===== src/rtl/axi_read_reorder_buffer_pkg.sv =====
// rob_pkg: shared types for the read reorder buffer.
package rob_pkg;
  typedef enum logic [1:0] {
    OKAY   = 2'd0,
    EXOKAY = 2'd1,
    SLVERR = 2'd2,
    DECERR = 2'd3
  } resp_t;
endpackage


===== src/rtl/axi_read_reorder_buffer_oldest_match.sv =====
// rob_oldest_match: finds the first set candidate bit searching circularly from head.
module rob_oldest_match #(
  parameter int DEPTH = 8
) (
  input  logic [$clog2(DEPTH)-1:0] head_i,
  input  logic [DEPTH-1:0]         cand_i,
  output logic                     found_o,
  output logic [$clog2(DEPTH)-1:0] idx_o
);
  localparam int W = $clog2(DEPTH);
  always_comb begin
    found_o = |cand_i;
    idx_o = '0;
    for (int i = DEPTH - 1; i >= 0; i--)
      if (cand_i[head_i + W'(i)]) idx_o = head_i + W'(i);
  end
endmodule


===== src/rtl/axi_read_reorder_buffer.sv =====
// axi_read_reorder_buffer: returns single-beat read responses in AR issue order.
module axi_read_reorder_buffer
  import rob_pkg::*;
#(
  parameter int DATA_WIDTH = 8,
  parameter int ID_WIDTH   = 4,
  parameter int DEPTH      = 8
) (
  input  logic                     clk,
  input  logic                     rst,
  input  logic [ID_WIDTH-1:0]      s_arid_i,
  input  logic                     s_arvalid_i,
  output logic                     s_arready_o,
  output logic [DATA_WIDTH-1:0]    s_rdata_o,
  output logic [1:0]               s_rresp_o,
  output logic [ID_WIDTH-1:0]      s_rid_o,
  output logic                     s_rvalid_o,
  input  logic                     s_rready_i,
  output logic [ID_WIDTH-1:0]      m_arid_o,
  output logic                     m_arvalid_o,
  input  logic                     m_arready_i,
  input  logic [DATA_WIDTH-1:0]    m_rdata_i,
  input  logic [1:0]               m_rresp_i,
  input  logic [ID_WIDTH-1:0]      m_rid_i,
  input  logic                     m_rvalid_i,
  output logic                     m_rready_o,
  output logic [$clog2(DEPTH):0]   occupancy_o,
  output logic                     err_unexpected_o
);
  localparam int W = $clog2(DEPTH);
  typedef struct packed {
    logic                  alloc;
    logic                  filled;
    logic [ID_WIDTH-1:0]   id;
    logic [DATA_WIDTH-1:0] data;
    resp_t                 resp;
  } slot_t;
  slot_t slot_q [DEPTH];
  slot_t slot_d [DEPTH];
  logic [W-1:0] head_q, head_d, tail_q, tail_d, match_idx;
  logic [W:0] count_q, count_d;
  logic err_q, err_d, full, push, pop, rx, found;
  logic [DEPTH-1:0] cand;
  assign full = count_q == (W+1)'(DEPTH);
  assign s_arready_o = m_arready_i && !full && !rst;
  assign m_arvalid_o = s_arvalid_i && !full && !rst;
  assign m_arid_o = s_arid_i;
  assign m_rready_o = !rst;
  assign s_rvalid_o = slot_q[head_q].alloc && slot_q[head_q].filled;
  assign s_rdata_o = slot_q[head_q].data;
  assign s_rresp_o = slot_q[head_q].resp;
  assign s_rid_o = slot_q[head_q].id;
  assign occupancy_o = count_q;
  assign err_unexpected_o = err_q;
  assign push = s_arvalid_i && s_arready_o;
  assign pop = s_rvalid_o && s_rready_i;
  assign rx = m_rvalid_i && m_rready_o;
  always_comb
    for (int i = 0; i < DEPTH; i++)
      cand[i] = slot_q[i].alloc && !slot_q[i].filled && slot_q[i].id == m_rid_i;
  rob_oldest_match #(.DEPTH(DEPTH)) u_match (
    .head_i (head_q),
    .cand_i (cand),
    .found_o(found),
    .idx_o  (match_idx)
  );
  // Match uses pre-edge slot state, so a slot allocated this cycle cannot be hit.
  always_comb begin
    slot_d = slot_q;
    if (rx && found) begin
      slot_d[match_idx].filled = 1'b1;
      slot_d[match_idx].data = m_rdata_i;
      slot_d[match_idx].resp = resp_t'(m_rresp_i);
    end
    if (pop) slot_d[head_q] = '0;
    if (push) slot_d[tail_q] = '{alloc: 1'b1, filled: 1'b0, id: s_arid_i, data: '0, resp: OKAY};
    head_d = head_q + W'(pop);
    tail_d = tail_q + W'(push);
    count_d = count_q + (W+1)'(push) - (W+1)'(pop);
    err_d = err_q || (rx && !found);
  end
  always_ff @(posedge clk) begin
    if (rst) begin
      slot_q <= '{default: '0};
      head_q <= '0;
      tail_q <= '0;
      count_q <= '0;
      err_q <= 1'b0;
    end else begin
      slot_q <= slot_d;
      head_q <= head_d;
      tail_q <= tail_d;
      count_q <= count_d;
      err_q <= err_d;
    end
  end
endmodule


===== config.mk =====
export PLATFORM = sky130hd
export DESIGN_NAME = axi_read_reorder_buffer
export DESIGN_NICKNAME = d
export VERILOG_FILES = /design/src/rtl/axi_read_reorder_buffer_pkg.sv /design/src/rtl/axi_read_reorder_buffer_oldest_match.sv /design/src/rtl/axi_read_reorder_buffer.sv
export SDC_FILE = /design/constraint.sdc
export NUM_CORES = 1
export LEC_CHECK = 0
export BUFFER_PORTS_ARGS = -buffer_cell sky130_fd_sc_hd__clkbuf_2
export CORE_ASPECT_RATIO = 0.75
export CORE_UTILIZATION = 61
export CTS_CLUSTER_DIAMETER = 60
export DETAILED_ROUTE_END_ITERATION = 10
export GPL_ROUTABILITY_DRIVEN = 0
export PLACE_DENSITY = 0.84
export SLEW_MARGIN = 20
export SYNTH_ARGS = -nofsm -noshare
export SYNTH_HDL_FRONTEND = slang
export SYNTH_HIERARCHICAL = 1
export SYNTH_SLANG_ARGS = --single-unit

===== constraint.sdc =====
create_clock -name clk -period 5.9 [get_ports clk]
set_input_delay 0.885 -clock clk [delete_from_list [all_inputs] [get_ports clk]]
set_output_delay 0.885 -clock clk [all_outputs]
set_load 0.02 [all_outputs]

Word level (Yosys, flattened, before mapping)
Index checks and enable logic that the tools add are counted.
Widths: inputs -> output; s select.
{"block": "totals", "regBits": 139, "input_bits": 24, "out_inout_bits": 27, "word_cells": 169}
{"block": "op_classes", "n_addsub": 11, "n_lt_le_gt_ge": 14, "n_eq_ne": 9, "n_mux": 44, "bitwise": 5, "n_reduce_logical": 42}
{"op": "$bwmux 128", "count": 4}
{"op": "$mux 128", "count": 3}
{"op": "$demux 16 s3", "count": 5}
{"op": "$and 128x128->128", "count": 1}
{"op": "$not 128->128", "count": 1}
{"op": "$mux 16", "count": 4}
{"op": "$bmux 16 s3", "count": 1}
{"op": "$eq 4x4->1", "count": 8}
{"op": "$lt 3x4->1 const B", "count": 8}
{"op": "$logic_and 1x1->1", "count": 29}
{"op": "$bmux 1 s3", "count": 8}
{"op": "$mux 3", "count": 8}
{"op": "$mux 15", "count": 1}
{"op": "$add 3x3->3 const B", "count": 4}
{"op": "$ge 4x4->1 const B", "count": 3}
{"op": "$lt 4x1->1 const B", "count": 3}
{"op": "$not 3->4", "count": 3}
{"op": "$logic_not 1->1", "count": 11}
{"op": "$mux 10", "count": 1}
{"op": "$mux 1", "count": 8}
{"op": "$reduce_or 8->1", "count": 1}
{"op": "$add 3x1->3", "count": 2}
{"op": "$add 3x2->3 const B", "count": 2}
{"op": "$add 4x1->4", "count": 1}
{"op": "5 further kinds", "count": 5}

Logic depth before layout (Yosys ltp)
Gate-level depths: netlist (run 1).
{"block": "logic_depth", "depth_word": 26, "depth_mapped": 16, "ltp_nobuf": 13}

Hierarchy
The synthesis (run 1) kept the hierarchy.
{"mod": "axi_read_reorder_buffer", "instances": 1, "cells_per_inst": 730, "area_each_um2": 6670.1}
{"mod": "rob_oldest_match", "instances": 1, "cells_per_inst": 85, "area_each_um2": 792.0}

Worst setup path before layout (run 1)
No wires, ideal clock.
{"block": "synth_path", "kind": "in2reg", "from": "input port m_rid_i[1]", "to": "register slot_q[49] (netlist bit)", "arrival_ps": 4354, "required_ps": 5772, "path_slack_ps": 1418, "path_stages": 13, "cell_sequence": "clkbuf_1 inv_1 o211ai_1 nor2_1 and3_1 mux4_1 mux2_4 o311a_1 o311a_1 or4b_2 buf_4 mux2i_1 nor2_1"}
{"block": "synth_via", "elab_chain_cells": 23}
{"element": "start, declared", "line": "axi_read_reorder_buffer.sv:24", "rtl": "input logic [ID_WIDTH-1:0] m_rid_i,"}
{"element": "$eq 4x4->1 (*)", "line": "axi_read_reorder_buffer.sv:60", "rtl": "cand[i] = slot_q[i].alloc && !slot_q[i].filled && slot_q[i].id == m_rid_i;"}
{"element": "$logic_and 1x1->1 (*)", "line": "axi_read_reorder_buffer.sv:60"}
{"element": "net cand[6]", "line": "axi_read_reorder_buffer.sv:43", "rtl": "logic [DEPTH-1:0] cand;"}
{"element": "$bmux 1 s3", "line": "axi_read_reorder_buffer_oldest_match.sv:15", "rtl": "if (cand_i[head_i + W'(i)]) idx_o = head_i + W'(i);"}
{"element": "$mux 1 (not written as such)", "line": "axi_read_reorder_buffer_oldest_match.sv:15"}
{"element": "$mux 3 (7 in a row)", "line": "axi_read_reorder_buffer_oldest_match.sv:15"}
{"element": "$mux 3 (*)", "line": "axi_read_reorder_buffer_oldest_match.sv:15"}
{"element": "net match_idx[0]", "line": "axi_read_reorder_buffer.sv:40", "rtl": "logic [W-1:0] head_q, head_d, tail_q, tail_d, match_idx;"}
{"element": "[3 not listed]"}
{"element": "$mux 2 (not written as such)", "line": "axi_read_reorder_buffer.sv:73", "rtl": "slot_d[match_idx].resp = resp_t'(m_rresp_i);"}
{"element": "$demux 16 s3", "line": "axi_read_reorder_buffer.sv:73"}
{"element": "$bwmux 128 (*)", "line": "axi_read_reorder_buffer.sv:73"}
{"element": "$mux 128 (*)", "line": "axi_read_reorder_buffer.sv:70", "rtl": "if (rx && found) begin"}
{"element": "$and 128x128->128 (no line)"}
{"element": "$mux 128 (*)", "line": "axi_read_reorder_buffer.sv:75", "rtl": "if (pop) slot_d[head_q] = '0;"}
{"element": "$bwmux 128", "line": "axi_read_reorder_buffer.sv:76", "rtl": "if (push) slot_d[tail_q] = '{alloc: 1'b1, filled: 1'b0, id: s_arid_i, data: '0, resp: OKAY};"}
{"element": "$mux 128 (*)", "line": "axi_read_reorder_buffer.sv:76"}
{"element": "end signal, assigned", "line": "axi_read_reorder_buffer.sv:90", "rtl": "slot_q <= slot_d;"}
{"element": "end, declared", "line": "axi_read_reorder_buffer.sv:38", "rtl": "slot_t slot_q [DEPTH];"}
Mark *: on every way through the listed nets, which the timed path passes. The rest lies on a longest branch. The select of a mux whose other input is x is not followed.
A chain may end at the register's enable or synchronous reset.

Worst setup path after layout (run 1)
{"block": "layout_path", "from": "input port m_rid_i[3]", "to": "register slot_q[8] (netlist bit)"}
{"block": "layout_via", "elab_chain_cells": 24}
{"element": "$eq 4x4->1 (*)", "line": "axi_read_reorder_buffer.sv:60"}
{"element": "$logic_and 1x1->1 (*)", "line": "axi_read_reorder_buffer.sv:60"}
{"element": "net cand[3]", "line": "axi_read_reorder_buffer.sv:43"}
{"element": "$bmux 1 s3", "line": "axi_read_reorder_buffer_oldest_match.sv:15"}
{"element": "$mux 1 (not written as such)", "line": "axi_read_reorder_buffer_oldest_match.sv:15"}
{"element": "$mux 3 (7 in a row)", "line": "axi_read_reorder_buffer_oldest_match.sv:15"}
{"element": "$mux 3 (*)", "line": "axi_read_reorder_buffer_oldest_match.sv:15"}
{"element": "net match_idx[1]", "line": "axi_read_reorder_buffer.sv:40"}
{"element": "[4 not listed]"}
{"element": "$demux 16 s3", "line": "axi_read_reorder_buffer.sv:72", "rtl": "slot_d[match_idx].data = m_rdata_i;"}
{"element": "$bwmux 128", "line": "axi_read_reorder_buffer.sv:72"}
{"element": "$bwmux 128 (*)", "line": "axi_read_reorder_buffer.sv:73"}
{"element": "$mux 128 (*)", "line": "axi_read_reorder_buffer.sv:70"}
{"element": "$and 128x128->128 (no line)"}
{"element": "$mux 128 (*)", "line": "axi_read_reorder_buffer.sv:75"}
{"element": "$bwmux 128", "line": "axi_read_reorder_buffer.sv:76"}
{"element": "$mux 128 (*)", "line": "axi_read_reorder_buffer.sv:76"}
Marks and branches as above.

==> summary.md, run 1 <==
| Metric | Value |
|---|---|
| Synthesized netlist net count | `851` |
| Average instance area after synthesis | `9.16 um^2` |
| Worst min path class | `flop to flop` |
| Run status | `complete, no violations` |
| Buffers inserted during post-CTS setup optimization | `0` |
| Final Non-Filler Cells | `1005` |
| Worst slew pin tran | `1.01 ns` |
| Routed wire length | `21700 um` |
| Die X-Extent | `130 um` |
| TritonCTS buffer count | `17` |
| Number of rows created at floorplan | `34` |
| Setup-failing EPs final | `0` |
| CTS sink count | `139` |
| Finished Cell Area | `8270 um^2` |
| Syn-to-layout area delta | `10.8%` |
| Number of max-slew violations in the final report | `0` |
| DRT antenna net count | `0` |
| Clock Skews | `0.0108 ns` |
| RSZ-0062 raised after global routing | `no` |
| Required time of the worst setup path | `6.20 ns` |
| Number of synthesized flops with an enable pin | `0` |
| Total vias in the final route | `6818` |
| First-pass GRT wire length | `34400 um` |
| Clock root buffer | `sky130_fd_sc_hd__clkbuf_16` |
| Overflow left after global routing | `0` |
| Routed length per instance | `21.5 um` |
| Max-cap violation count | `0` |
| Prevailing post-synth register cell | `sky130_fd_sc_hd__dfxtp_1` |
| Sequential area share after synthesis | `37.3%` |
| Maximum resistive drop on vdd | `0.000213 V` |
| DRC Markers | `0` |
| End point of the most critical hold path | `slot_q[127]$_SDFF_PP0_` |
| Largest net degree at the start of global routing | `45` |
| Vias/cell | `6.78` |
| Hold_buf cts | `0` |
| Top-level port count | `51` |
| Final hold violations | `0` |
| Flop-to-flop setup slack | `1.03 ns` |
| Total Die Area | `12700 um^2` |
| Synthesis-stage register bit count | `139` |
| Inst Count DP | `974` |
| Skew-Pair Late Insertion Delay | `0.42 ns` |
| Maximum level of the CTS H-tree | `4` |
| Area share of the largest cell type after synthesis | `37.3%` |
| Startpoint type of the worst setup path | `input pin` |
| Area of the core region | `11700 um^2` |
| DP HPWL | `14200 um` |
| Minimum clock period after layout | `4.95 ns` |
| Number of warning messages in the yosys log | `6` |
| Cell area after synthesis | `7460 um^2` |
| Net count reported at finish | `867` |
| Launch instance of the worst min-delay path | `slot_q[127]$_SDFF_PP0_` |
| Cell types with the largest area share after synthesis | `sky130_fd_sc_hd__dfxtp_1 37%, sky130_fd_sc_hd__mux2i_1 11%, sky130_fd_sc_hd__mux4_2 5.7%, sky130_fd_sc_hd__nor2_1 5.3%, sky130_fd_sc_hd__nand2_1 3.1%` |
| Fraction of synthesis flops using an asynchronous set or reset pin | `0%` |
| Cell area power density | `252 nW/um^2` |
| Area after DPL | `7720 um^2` |
| Hold_ws | `0.477 ns` |
| Number of antenna violations at the first check in global routing | `0` |
| Via count of the first global-routing pass | `6521` |
| Reg-to-Reg Start | `head_q[0]$_SDFF_PP0_` |
| Fraction of layout cells with a size suffix above 1 | `16.4%` |
| Clock Path Buffers | `2` |
| Capturing point of the worst reg2reg path | `slot_q[8]$_SDFF_PP0_` |
| Gate count of the mapped netlist | `815` |
| Critical Path End Type | `flop` |
| Starting Density | `63.6%` |
| Total iterations of the first detailed-routing run | `9` |
| Count of port buffers added during placement | `50` |
| Leakage power total | `3.17 nW` |
| Critical path class | `input pin to flop` |
| Highest net fanout along the worst path | `11` |
| Setup TNS | `0 ns` |
| Worst-path clk slew | `0.06 ns` |
| Worst relative slew slack | `31.9%` |
| Most area-hungry cell type in the Yosys netlist | `sky130_fd_sc_hd__dfxtp_1` |
| Global routing usage summed across all routing layers | `35.6%` |
| Reg2Reg Depth | `12` |
| Number of DRC markers in iteration 0 | `1041` |
| Post-cts resize count | `0` |
| Antenna diode instance count | `0` |
| Vertical extent of the die | `97.8 um` |
| Worst Hold Path Cells | `2` |
| Maximum frequency from static timing analysis | `202 MHz` |
| Share of the clock period used by the worst path | `83.9%` |
| Yosys cell types | `62` |
| CTS tree | `yes` |
| Signal arrival time at the worst endpoint | `5.25 ns` |
## state kept, by name, summed over array words and instances (netlist names)
signal / count
slot_q: 128
occupancy_o: 4
head_q: 3
tail_q: 3
err_unexpected_o: 1
## cell type report
type                    instances  area, um^2
repair buffers                 67         378
clock inverters                11        97.6
multi-input cells             579        4260
well taps                     162         203
flip-flops and latches        139        2790
inverters                      27         101
clock buffers                  20         447
fillers                       855        3470
## worst max path at each step
| stage | slack (ns) | cells past startpoint | end | startpoint |
|---|---|---|---|---|
| 6_report | 0.95 | 14 | slot_q[8]$_SDFF_PP0_ | m_rid_i[3] |
| 5_1_grt | 0.55 | 14 | slot_q[6]$_SDFF_PP0_ | m_rid_i[3] |
| 4_1_cts | 1.10 | 14 | slot_q[8]$_SDFF_PP0_ | m_rid_i[3] |
| 3_5_place_dp | 0.70 | 14 | slot_q[8]$_SDFF_PP0_ | m_rid_i[3] |
| 3_3_place_gp | 1.0 | 14 | slot_q[6]$_SDFF_PP0_ | m_rid_i[3] |
| 2_1_floorplan | 1.42 | 13 | slot_q[49]$_SDFF_PP0_ | m_rid_i[1] |
## worst max-delay path: stages
cell and delay [ns]:
sky130_fd_sc_hd__clkbuf_2 0.23, sky130_fd_sc_hd__xnor2_1 0.16, sky130_fd_sc_hd__nand3_1 0.13, sky130_fd_sc_hd__nor4b_1 0.84, sky130_fd_sc_hd__mux4_2 0.51, sky130_fd_sc_hd__mux2_2 0.23, sky130_fd_sc_hd__nor2_1 0.06, sky130_fd_sc_hd__o2111a_1 0.25
sky130_fd_sc_hd__a211oi_1 0.44, sky130_fd_sc_hd__nand3_1 0.42, sky130_fd_sc_hd__nor2_1 0.56, sky130_fd_sc_hd__buf_4 0.26, sky130_fd_sc_hd__mux2i_1 0.21, sky130_fd_sc_hd__nor2_1 0.06
## per-stage QoR
stage               setup WS [ns]  util (%)  total power [mW]
floorplan                    1.42         -              1.05
global placement            0.998      65.8              1.09
detailed placement          0.705      65.8              1.09
CTS                          1.10      70.4              2.07
global route                0.550      70.4              2.12
finish                      0.948      70.4              2.08
## synthesized netlist by cell type, types with 5 or more instances
library cell                 n
sky130_fd_sc_hd__dfxtp_1   139
sky130_fd_sc_hd__nor2_1    105
sky130_fd_sc_hd__mux2i_1    79
sky130_fd_sc_hd__nand2_1    62
sky130_fd_sc_hd__o21ai_0    38
sky130_fd_sc_hd__a21oi_1    36
sky130_fd_sc_hd__clkbuf_1   33
sky130_fd_sc_hd__inv_1      26
sky130_fd_sc_hd__buf_2      25
sky130_fd_sc_hd__a22o_1     19
sky130_fd_sc_hd__mux4_2     19
sky130_fd_sc_hd__xnor2_1    17
sky130_fd_sc_hd__nand3_1    15
sky130_fd_sc_hd__a32o_1     14
sky130_fd_sc_hd__nor2b_1    14
sky130_fd_sc_hd__xor2_1     14
sky130_fd_sc_hd__nor4_1     13
sky130_fd_sc_hd__ha_1       11
sky130_fd_sc_hd__nor3_1     11
sky130_fd_sc_hd__mux2_2     10
sky130_fd_sc_hd__a22oi_1     7
sky130_fd_sc_hd__a211oi_1    6
sky130_fd_sc_hd__a221oi_1    6
sky130_fd_sc_hd__buf_4       6
sky130_fd_sc_hd__and3_1      5
sky130_fd_sc_hd__o211ai_1    5
sky130_fd_sc_hd__o22ai_1     5
## layout by cell type, fill, tap and decap left out, types with 6 or more instances in the layout
cell type	synthesis	routed
sky130_fd_sc_hd__xnor2_1	17	17
sky130_fd_sc_hd__a22o_1	19	19
sky130_fd_sc_hd__nor2b_1	14	14
sky130_fd_sc_hd__a22oi_1	7	7
sky130_fd_sc_hd__inv_1	26	26
sky130_fd_sc_hd__mux2i_1	79	79
sky130_fd_sc_hd__nand2_1	62	62
sky130_fd_sc_hd__ha_1	11	11
sky130_fd_sc_hd__xor2_1	14	14
sky130_fd_sc_hd__a21oi_1	36	36
sky130_fd_sc_hd__nor4_1	13	13
sky130_fd_sc_hd__a211oi_1	6	6
sky130_fd_sc_hd__a221oi_1	6	6
sky130_fd_sc_hd__mux2_2	10	10
sky130_fd_sc_hd__clkbuf_2	0	50
sky130_fd_sc_hd__mux4_2	19	19
sky130_fd_sc_hd__buf_4	6	17
sky130_fd_sc_hd__nand3_1	15	15
sky130_fd_sc_hd__a32o_1	14	14
sky130_fd_sc_hd__clkbuf_16	0	17
sky130_fd_sc_hd__o21ai_0	38	38
sky130_fd_sc_hd__nor2_1	105	105
sky130_fd_sc_hd__nor3_1	11	9
sky130_fd_sc_hd__dfxtp_1	139	136
## where the power goes
part	switching, mW	leakage [nW]	total [mW]	internal (mW)
logic	0.0888	1.77	0.128	0.0394
clock network	0.414	0.270	1.00	0.587
registers	0.00555	1.12	0.951	0.946
## kinds of logic after synthesis
family          Yosys count  share of synthesized area [%]
compound gates          170                           16.0
xor+xnor                 31                           3.64
fa+ha+maj                12                           2.11
buf+inv                  97                           5.80
flops                   139                           37.3
mux                     114                           19.5
simple gates            252                           15.6
## per-layer routing
metal / vias to the layer above / global-route usage [%] / wire length [um]
met5: - / 0 / 0
met4: 0 / 14.5 / 775
met3: 88 / 8.22 / 2560
met2: 507 / 55.1 / 9600
met1: 3257 / 48.0 / 8720
li1: 2966 / - / -
Note: power is estimated with default switching activity, not from simulation.
==> run 2: changes to the inputs <==
ABC_AREA = 1   (was unset)
CORE_UTILIZATION = 62   (was 61)
PLACE_DENSITY = 0.85   (was 0.84)
clock period = 4.68 ns   (was 5.9 ns; I/O delays follow)
==> summary.md, run 2 <==
| Metric | Value |
|---|---|
| Run status | `complete, no violations` |
| Hold_ws | `0.482 ns` |
| Hold_buf cts | `0` |
| Highest net fanout along the worst path | `12` |
| Worst path bufs/invs | `4` |
| Setup TNS | `0 ns` |
| Area after DPL | `8420 um^2` |
| Top layer reached by signal wires | `met4` |
| Area of the core region | `13000 um^2` |
| Leading cell type in the layout, fill and taps excluded | `sky130_fd_sc_hd__nand2_1` |
| Skew-Pair Late Insertion Delay | `0.43 ns` |
| CTS sink count | `139` |
| CTS tree | `yes` |
| Reg2Reg Depth | `22` |
| Prevailing post-synth register cell | `sky130_fd_sc_hd__dfxtp_1` |
| Sequential area share after synthesis | `33.7%` |
| Total vias in the final route | `7064` |
| Final hold violations | `0` |
| Total iterations of the first detailed-routing run | `8` |
| Post-cts resize count | `0` |
| Crit-path leading delay family | `simple AND/OR/NAND/NOR gates` |
| Highest cell delay on the worst timing path | `0.54 ns` |
| Number of warning messages in the yosys log | `6` |
| Leakage power total | `4.21 nW` |
| Total Power | `2.89 mW` |
| Share of the clock period used by the worst path | `83.8%` |
| Maximum level of the CTS H-tree | `4` |
| Average instance area after synthesis | `8.37 um^2` |
| Launch instance of the worst min-delay path | `err_unexpected_o$_SDFF_PP0_` |
| Clock Path Buffers | `2` |
| Critical path class | `input pin to flop` |
| First-pass GRT wire length | `34700 um` |
| Gate count of the mapped netlist | `987` |
| DRT antenna net count | `0` |
| DRC Markers | `0` |
| End point of the most critical hold path | `err_unexpected_o$_SDFF_PP0_` |
| Most area-hungry cell type in the Yosys netlist | `sky130_fd_sc_hd__dfxtp_1` |
| Most numerous cell in the Yosys netlist | `sky130_fd_sc_hd__nand2_1` |
| Max-cap violation count | `0` |
| Total met2 wirelength after detailed routing | `9590 um` |
| Fraction of layout cells with a size suffix above 1 | `25.4%` |
| RSZ-0062 raised after global routing | `no` |
| Series of cell instances along the critical path | `clkbuf_2, inv_1, o22ai_1, a21oi_1, nand3_1, nor3_1, nand2_1, nand3_1, nand3_1, nand2_1, inv_1, nor2_2, nor2_1, o21ai_1, nand2_1, nand2_1, nand2_1, nand2_1, inv_1, nor2_2, nand2_1, o21ai_0, nor2_4` |
| Capturing point of the worst reg2reg path | `slot_q[66]$_SDFF_PP0_` |
| Number of rows created at floorplan | `36` |
| Finished Cell Area | `9070 um^2` |
| Vias/cell | `5.89` |
| Sum of met3 wire segment lengths after detailed routing | `2160 um` |
| Most frequent cells in the layout | `217 x sky130_fd_sc_hd__nand2_1, 139 x sky130_fd_sc_hd__dfxtp_1, 82 x sky130_fd_sc_hd__nor2_4` |
| Number of DRC markers in iteration 0 | `894` |
| Via count of the first global-routing pass | `6611` |
| Number of antenna violations at the first check in global routing | `0` |
| Most common cell type on the critical path | `sky130_fd_sc_hd__nand2_1` |
| Starting Density | `63.7%` |
| Die X-Extent | `135 um` |
| Finished Core Util | `69.9%` |
| Syn-to-layout area delta | `9.85%` |
| Maximum resistive drop on vdd | `0.000286 V` |
| Buffers inserted during post-CTS setup optimization | `0` |
| DP HPWL | `15000 um` |
| Net count reported at finish | `1053` |
| TritonCTS buffer count | `17` |
| Clock Skews | `0.00684 ns` |
| Minimum clock period after layout | `3.92 ns` |
| Standard cell with the maximum stage delay on the critical path | `sky130_fd_sc_hd__o21ai_0` |
| Count of port buffers added during placement | `50` |
| Worst min path class | `flop to flop` |
| Most flops, register | `slot_q` |
| Largest net degree at the start of global routing | `27` |
| Total Die Area | `13800 um^2` |
| M1 wire length | `9600 um` |
| Setup-failing EPs final | `0` |
| Cell area power density | `319 nW/um^2` |
| Flip-flop count of the largest register, all copies and words added | `128` |
| Cell types with the largest area share after synthesis | `sky130_fd_sc_hd__dfxtp_1 34%, sky130_fd_sc_hd__nor2_4 11%, sky130_fd_sc_hd__nand2_1 9.9%, sky130_fd_sc_hd__mux2i_1 9.0%, sky130_fd_sc_hd__nand3_1 4.7%` |
| Fraction of synthesis flops using an asynchronous set or reset pin | `0%` |
| Synthesized netlist net count | `1023` |
| Number of synthesized flops with an enable pin | `0` |
| Worst Hold Path Cells | `2` |
| Worst relative slew slack | `43.8%` |
| Maximum frequency from static timing analysis | `255 MHz` |
| Flop-to-flop setup slack | `1.06 ns` |
| Routed wire length | `22000 um` |
| Antenna diode instance count | `0` |
| Required time of the worst setup path | `4.99 ns` |
| Routed length per instance | `18.3 um` |
| Critical Path End Type | `flop` |
| Signal arrival time at the worst endpoint | `4.23 ns` |
| Reg-to-Reg Start | `slot_q[58]$_SDFF_PP0_` |
| Vertical extent of the die | `102 um` |
| Yosys cell types | `42` |
| Worst slew pin tran | `0.842 ns` |
| Cell area after synthesis | `8260 um^2` |
| Area share of the largest cell type after synthesis | `33.7%` |
| Synthesis-stage register bit count | `139` |
| Global routing usage summed across all routing layers | `33.1%` |
| Clock root buffer | `sky130_fd_sc_hd__clkbuf_16` |
| Overflow left after global routing | `0` |
| Top-level port count | `51` |
| Startpoint type of the worst setup path | `input pin` |
| Most instantiated cells after synthesis | `217 x sky130_fd_sc_hd__nand2_1, 139 x sky130_fd_sc_hd__dfxtp_1, 82 x sky130_fd_sc_hd__nor2_4` |
| Worst-path clk slew | `0.06 ns` |
| Number of max-slew violations in the final report | `0` |
[run 2: worst max-delay path by stage]
stage | start | to | slack, ns | cells past startpoint
3_5_place_dp | m_rid_i[0] | slot_q[66]$_SDFF_PP0_ | 0.54 | 22
2_1_floorplan | m_rid_i[0] | slot_q[0]$_SDFF_PP0_ | 1.20 | 23
3_3_place_gp | m_rid_i[0] | slot_q[66]$_SDFF_PP0_ | 0.64 | 22
5_1_grt | m_rid_i[0] | slot_q[66]$_SDFF_PP0_ | 0.37 | 22
4_1_cts | m_rid_i[0] | slot_q[66]$_SDFF_PP0_ | 0.87 | 22
6_report | m_rid_i[1] | slot_q[66]$_SDFF_PP0_ | 0.76 | 23
[run 2: layer usage]
layer | vias to the layer above | track usage, %
li1 | 3324 | -
met1 | 3294 | 46.2
met2 | 388 | 49.5
met3 | 58 | 4.91
met4 | 0 | 17.8
met5 | - | 0
[run 2: cells by family (layout without fill, tap and decap cells)]
family	after synthesis	in the layout	synth area share [%]
flip-flops	139	139	33.7
adder cells (fa/ha/maj)	12	12	1.91
AND/OR/NAND/NOR	522	522	38.4
XOR/XNOR	13	13	1.38
AO/OA/AOI/OAI	95	95	7.29
buffers and inverters	132	174	8.42
multiplexers	74	74	8.97
[run 2: stage by stage]
step	cells	setup WS, ns
2_1_floorplan	987	1.20
4_1_cts	1200	0.874
3_5_place_dp	1169	0.540
3_3_place_gp	1169	0.638
5_1_grt	1200	0.367
6_report	1200	0.758
[run 2: area by class of cell]
class,instances,area (um^2)
clock buffers,21,460
fillers,958,3900
multi-input cells,716,4780
inverters,82,313
repair buffers,61,333
flip-flops and latches,139,2780
well taps,171,214
clock inverters,10,189
[run 2: worst min-delay path: stages (launching register included)]
cell and delay, ns:
sky130_fd_sc_hd__dfxtp_1 0.33, sky130_fd_sc_hd__a21oi_1 0.04, sky130_fd_sc_hd__nor2_1 0.07
[run 2: where the power goes]
group	leakage, nW	internal [mW]	total [mW]	switching [mW]
clock	0.314	0.973	1.51	0.537
combinational	2.78	0.0434	0.180	0.137
sequential	1.12	1.19	1.20	0.00800
total	4.21	2.21	2.89	0.682
==> run 3: changes to the inputs <==
CORE_UTILIZATION = 56   (was 62)
PLACE_DENSITY = 0.81   (was 0.85)
clock period = 3.25 ns   (was 4.68 ns; I/O delays follow)
==> summary.md, run 3 (synthesis results as in run 2) <==
| Metric | Value |
|---|---|
| Run status | `finished with violations` |
| Violations in the final reports | `negative setup slack` |
| Worst min path class | `input pin to flop` |
| Number of antenna violations at the first check in global routing | `0` |
| Area of the core region | `14500 um^2` |
| Overflow left after global routing | `0` |
| Finished Cell Area | `10400 um^2` |
| Total Power | `4.02 mW` |
| Routed length per instance | `22.1 um` |
| Worst relative slew slack | `58.8%` |
| Top-level port count | `51` |
| Net count reported at finish | `1104` |
| Critical path class | `flop to flop` |
| DP HPWL | `15900 um` |
| Reg2Reg Depth | `21` |
| Syn-to-layout area delta | `26.4%` |
| Highest cell delay on the worst timing path | `0.47 ns` |
| Flop-to-flop setup slack | `-0.40 ns` |
| Largest net degree at the start of global routing | `27` |
| RSZ-0062 raised after global routing | `yes` |
| Global routing usage summed across all routing layers | `31.2%` |
| Reg-to-Reg Start | `slot_q[123]$_SDFF_PP0_` |
| TritonCTS buffer count | `17` |
| Antenna diode instance count | `0` |
| Standard cell with the maximum stage delay on the critical path | `sky130_fd_sc_hd__mux2i_2` |
| Final hold violations | `0` |
| Leading cell type in the layout, fill and taps excluded | `sky130_fd_sc_hd__nand2_1` |
| Crit path launch | `slot_q[123]$_SDFF_PP0_` |
| Total iterations of the first detailed-routing run | `8` |
| Most flops, register | `slot_q` |
| Signal arrival time at the worst endpoint | `3.96 ns` |
| Setup-failing EPs final | `83` |
| Most frequent cells in the layout | `208 x sky130_fd_sc_hd__nand2_1, 135 x sky130_fd_sc_hd__dfxtp_1, 86 x sky130_fd_sc_hd__nor2_4` |
| Leakage power total | `4.23 nW` |
| Minimum clock period after layout | `3.65 ns` |
| Total Die Area | `15200 um^2` |
| Post-route setup slack | `-0.399 ns` |
| Clock Skews | `0.0153 ns` |
| Met2 GRT Util | `46.5%` |
| Required time of the worst setup path | `3.56 ns` |
| Worst path bufs/invs | `2` |
| Number of rows created at floorplan | `38` |
| Skew-Pair Late Insertion Delay | `0.45 ns` |
| Number of DRC markers in iteration 0 | `1361` |
| Total vias in the final route | `8067` |
| Cell area power density | `385 nW/um^2` |
| Count of port buffers added during placement | `50` |
| Maximum level of the CTS H-tree | `4` |
| Met3 usage | `7.46%` |
| DRC Markers | `0` |
| First-pass GRT wire length | `36100 um` |
| DRT antenna net count | `0` |
| CTS sink count | `139` |
| Via count of the first global-routing pass | `6805` |
| Clock root buffer | `sky130_fd_sc_hd__clkbuf_16` |
| Most common cell type on the critical path | `sky130_fd_sc_hd__nand2_1` |
| Critical Path End Type | `flop` |
| Series of cell instances along the critical path | `inv_1, o22ai_1, nor2_1, o2111ai_1, nor3_1, nand2_1, nand3_1, nand3_2, nand3_1, nand2_1, nand2_1, nand3_1, nand3_1, nand2_1, nand2_1, nand2_2, nor2_2, nand2_2, buf_6, mux2i_2, nor2_4` |
| Vertical extent of the die | `107 um` |
| Final Non-Filler Cells | `1280` |
| Busiest grt layer | `met2` |
| Flip-flop count of the largest register, all copies and words added | `128` |
| Met1 demand-to-capacity share in global routing | `43.9%` |
| Inst Count DP | `1241` |
| Clock Path Buffers | `2` |
| Maximum frequency from static timing analysis | `274 MHz` |
| Setup slack at placement | `-0.281 ns` |
| Crit-path leading delay family | `simple AND/OR/NAND/NOR gates` |
| Capturing point of the worst reg2reg path | `slot_q[102]$_SDFF_PP0_` |
| Worst slew pin tran | `0.617 ns` |
| Hold_ws | `0.305 ns` |
| Routed wire length | `28300 um` |
| Highest net fanout along the worst path | `5` |
| End point of the most critical hold path | `err_unexpected_o$_SDFF_PP0_` |
| Launch instance of the worst min-delay path | `m_rvalid_i` |
| Die X-Extent | `142 um` |
| CTS tree | `yes` |
| Hold_buf cts | `0` |
| Share of the clock period used by the worst path | `112%` |
| Vias/cell | `6.30` |
| Worst Hold Path Cells | `3` |
| Number of max-slew violations in the final report | `0` |
| Fraction of layout cells with a size suffix above 1 | `38.4%` |
| Starting Density | `57.2%` |
| Area after DPL | `8900 um^2` |
| Startpoint type of the worst setup path | `flop` |
| Worst-path clk slew | `0.06 ns` |
| Maximum resistive drop on vdd | `0.000369 V` |
| Fill count | `900` |
| Max-cap violation count | `0` |
## run 3: cell types whose count changed in the layout (fill, tap and decap cells not counted), moves of 5 or more
cell,change
sky130_fd_sc_hd__buf_12,+9
sky130_fd_sc_hd__nand3_1,-5
sky130_fd_sc_hd__mux2i_1,-65
sky130_fd_sc_hd__nand2_2,+5
sky130_fd_sc_hd__nand2_1,-9
sky130_fd_sc_hd__mux2i_4,+52
sky130_fd_sc_hd__inv_1,-5
sky130_fd_sc_hd__buf_4,+40
sky130_fd_sc_hd__mux2i_2,+13
## run 3: how the worst max path moves through the flow
stage	endpoint	slack, ns	cells after the start
final	slot_q[102]$_SDFF_PP0_	-0.40	21
after global routing	slot_q[102]$_SDFF_PP0_	-0.52	23
after CTS	slot_q[72]$_SDFF_PP0_	0.06	23
after detailed placement	slot_q[52]$_SDFF_PP0_	-0.28	25
after global placement	slot_q[48]$_SDFF_PP0_	-0.19	26
after floorplan	slot_q[0]$_SDFF_PP0_	-0.02	23
## run 3: final cells by class
cell class	instances	area, um^2	share of cell area (%)
Multi-Input combinational cell	716	5650	54.1
Sequential cell	139	2790	26.7
Timing Repair Buffer	112	850	8.14
Clock buffer	21	470	4.51
Inverter	82	320	3.07
Tap cell	200	250	2.40
Clock inverter	10	115	1.10
## run 3: worst register-to-register path, delay by kind of cell, from the launching register on
| kind | cells | cell delay, ns |
|---|---|---|
| compound gates | 2 | 0.23 |
| buf+inv | 2 | 0.27 |
| flops | 1 | 0.34 |
| mux | 1 | 0.47 |
| simple gates | 16 | 2.23 |
## run 3: power by group
group	switching, mW	total [mW]	internal (mW)
Combinational	0.231	0.311	0.0800
Sequential	0.0123	1.73	1.72
Clock	0.801	1.99	1.18
Total	1.04	4.02	2.98
## run 3: per-stage QoR
stage / setup TNS, ns / utilization (%)
global placement: -10.96 / 61.5
floorplan: -0.502 / -
detailed placement: -16.78 / 61.5
finish: -10.01 / 72.2
global route: -21.14 / 72.2
CTS: 0 / 65.6
## run 3: what timing repair did
| action | in CTS | in global routing |
|---|---|---|
| buffers inserted | 0 | 8 |
| resized for setup | 1 | 167 |
| pin swaps | 0 | 21 |
| endpoints found under the setup margin | 10 | 86 |
| gates cloned | 0 | 1 |
## run 3: per-layer routing
layer,vias to the layer above,routed length [um]
li1,3430,-
met1,3713,10700
met2,694,12200
met3,230,3600
met4,0,1910
met5,-,0
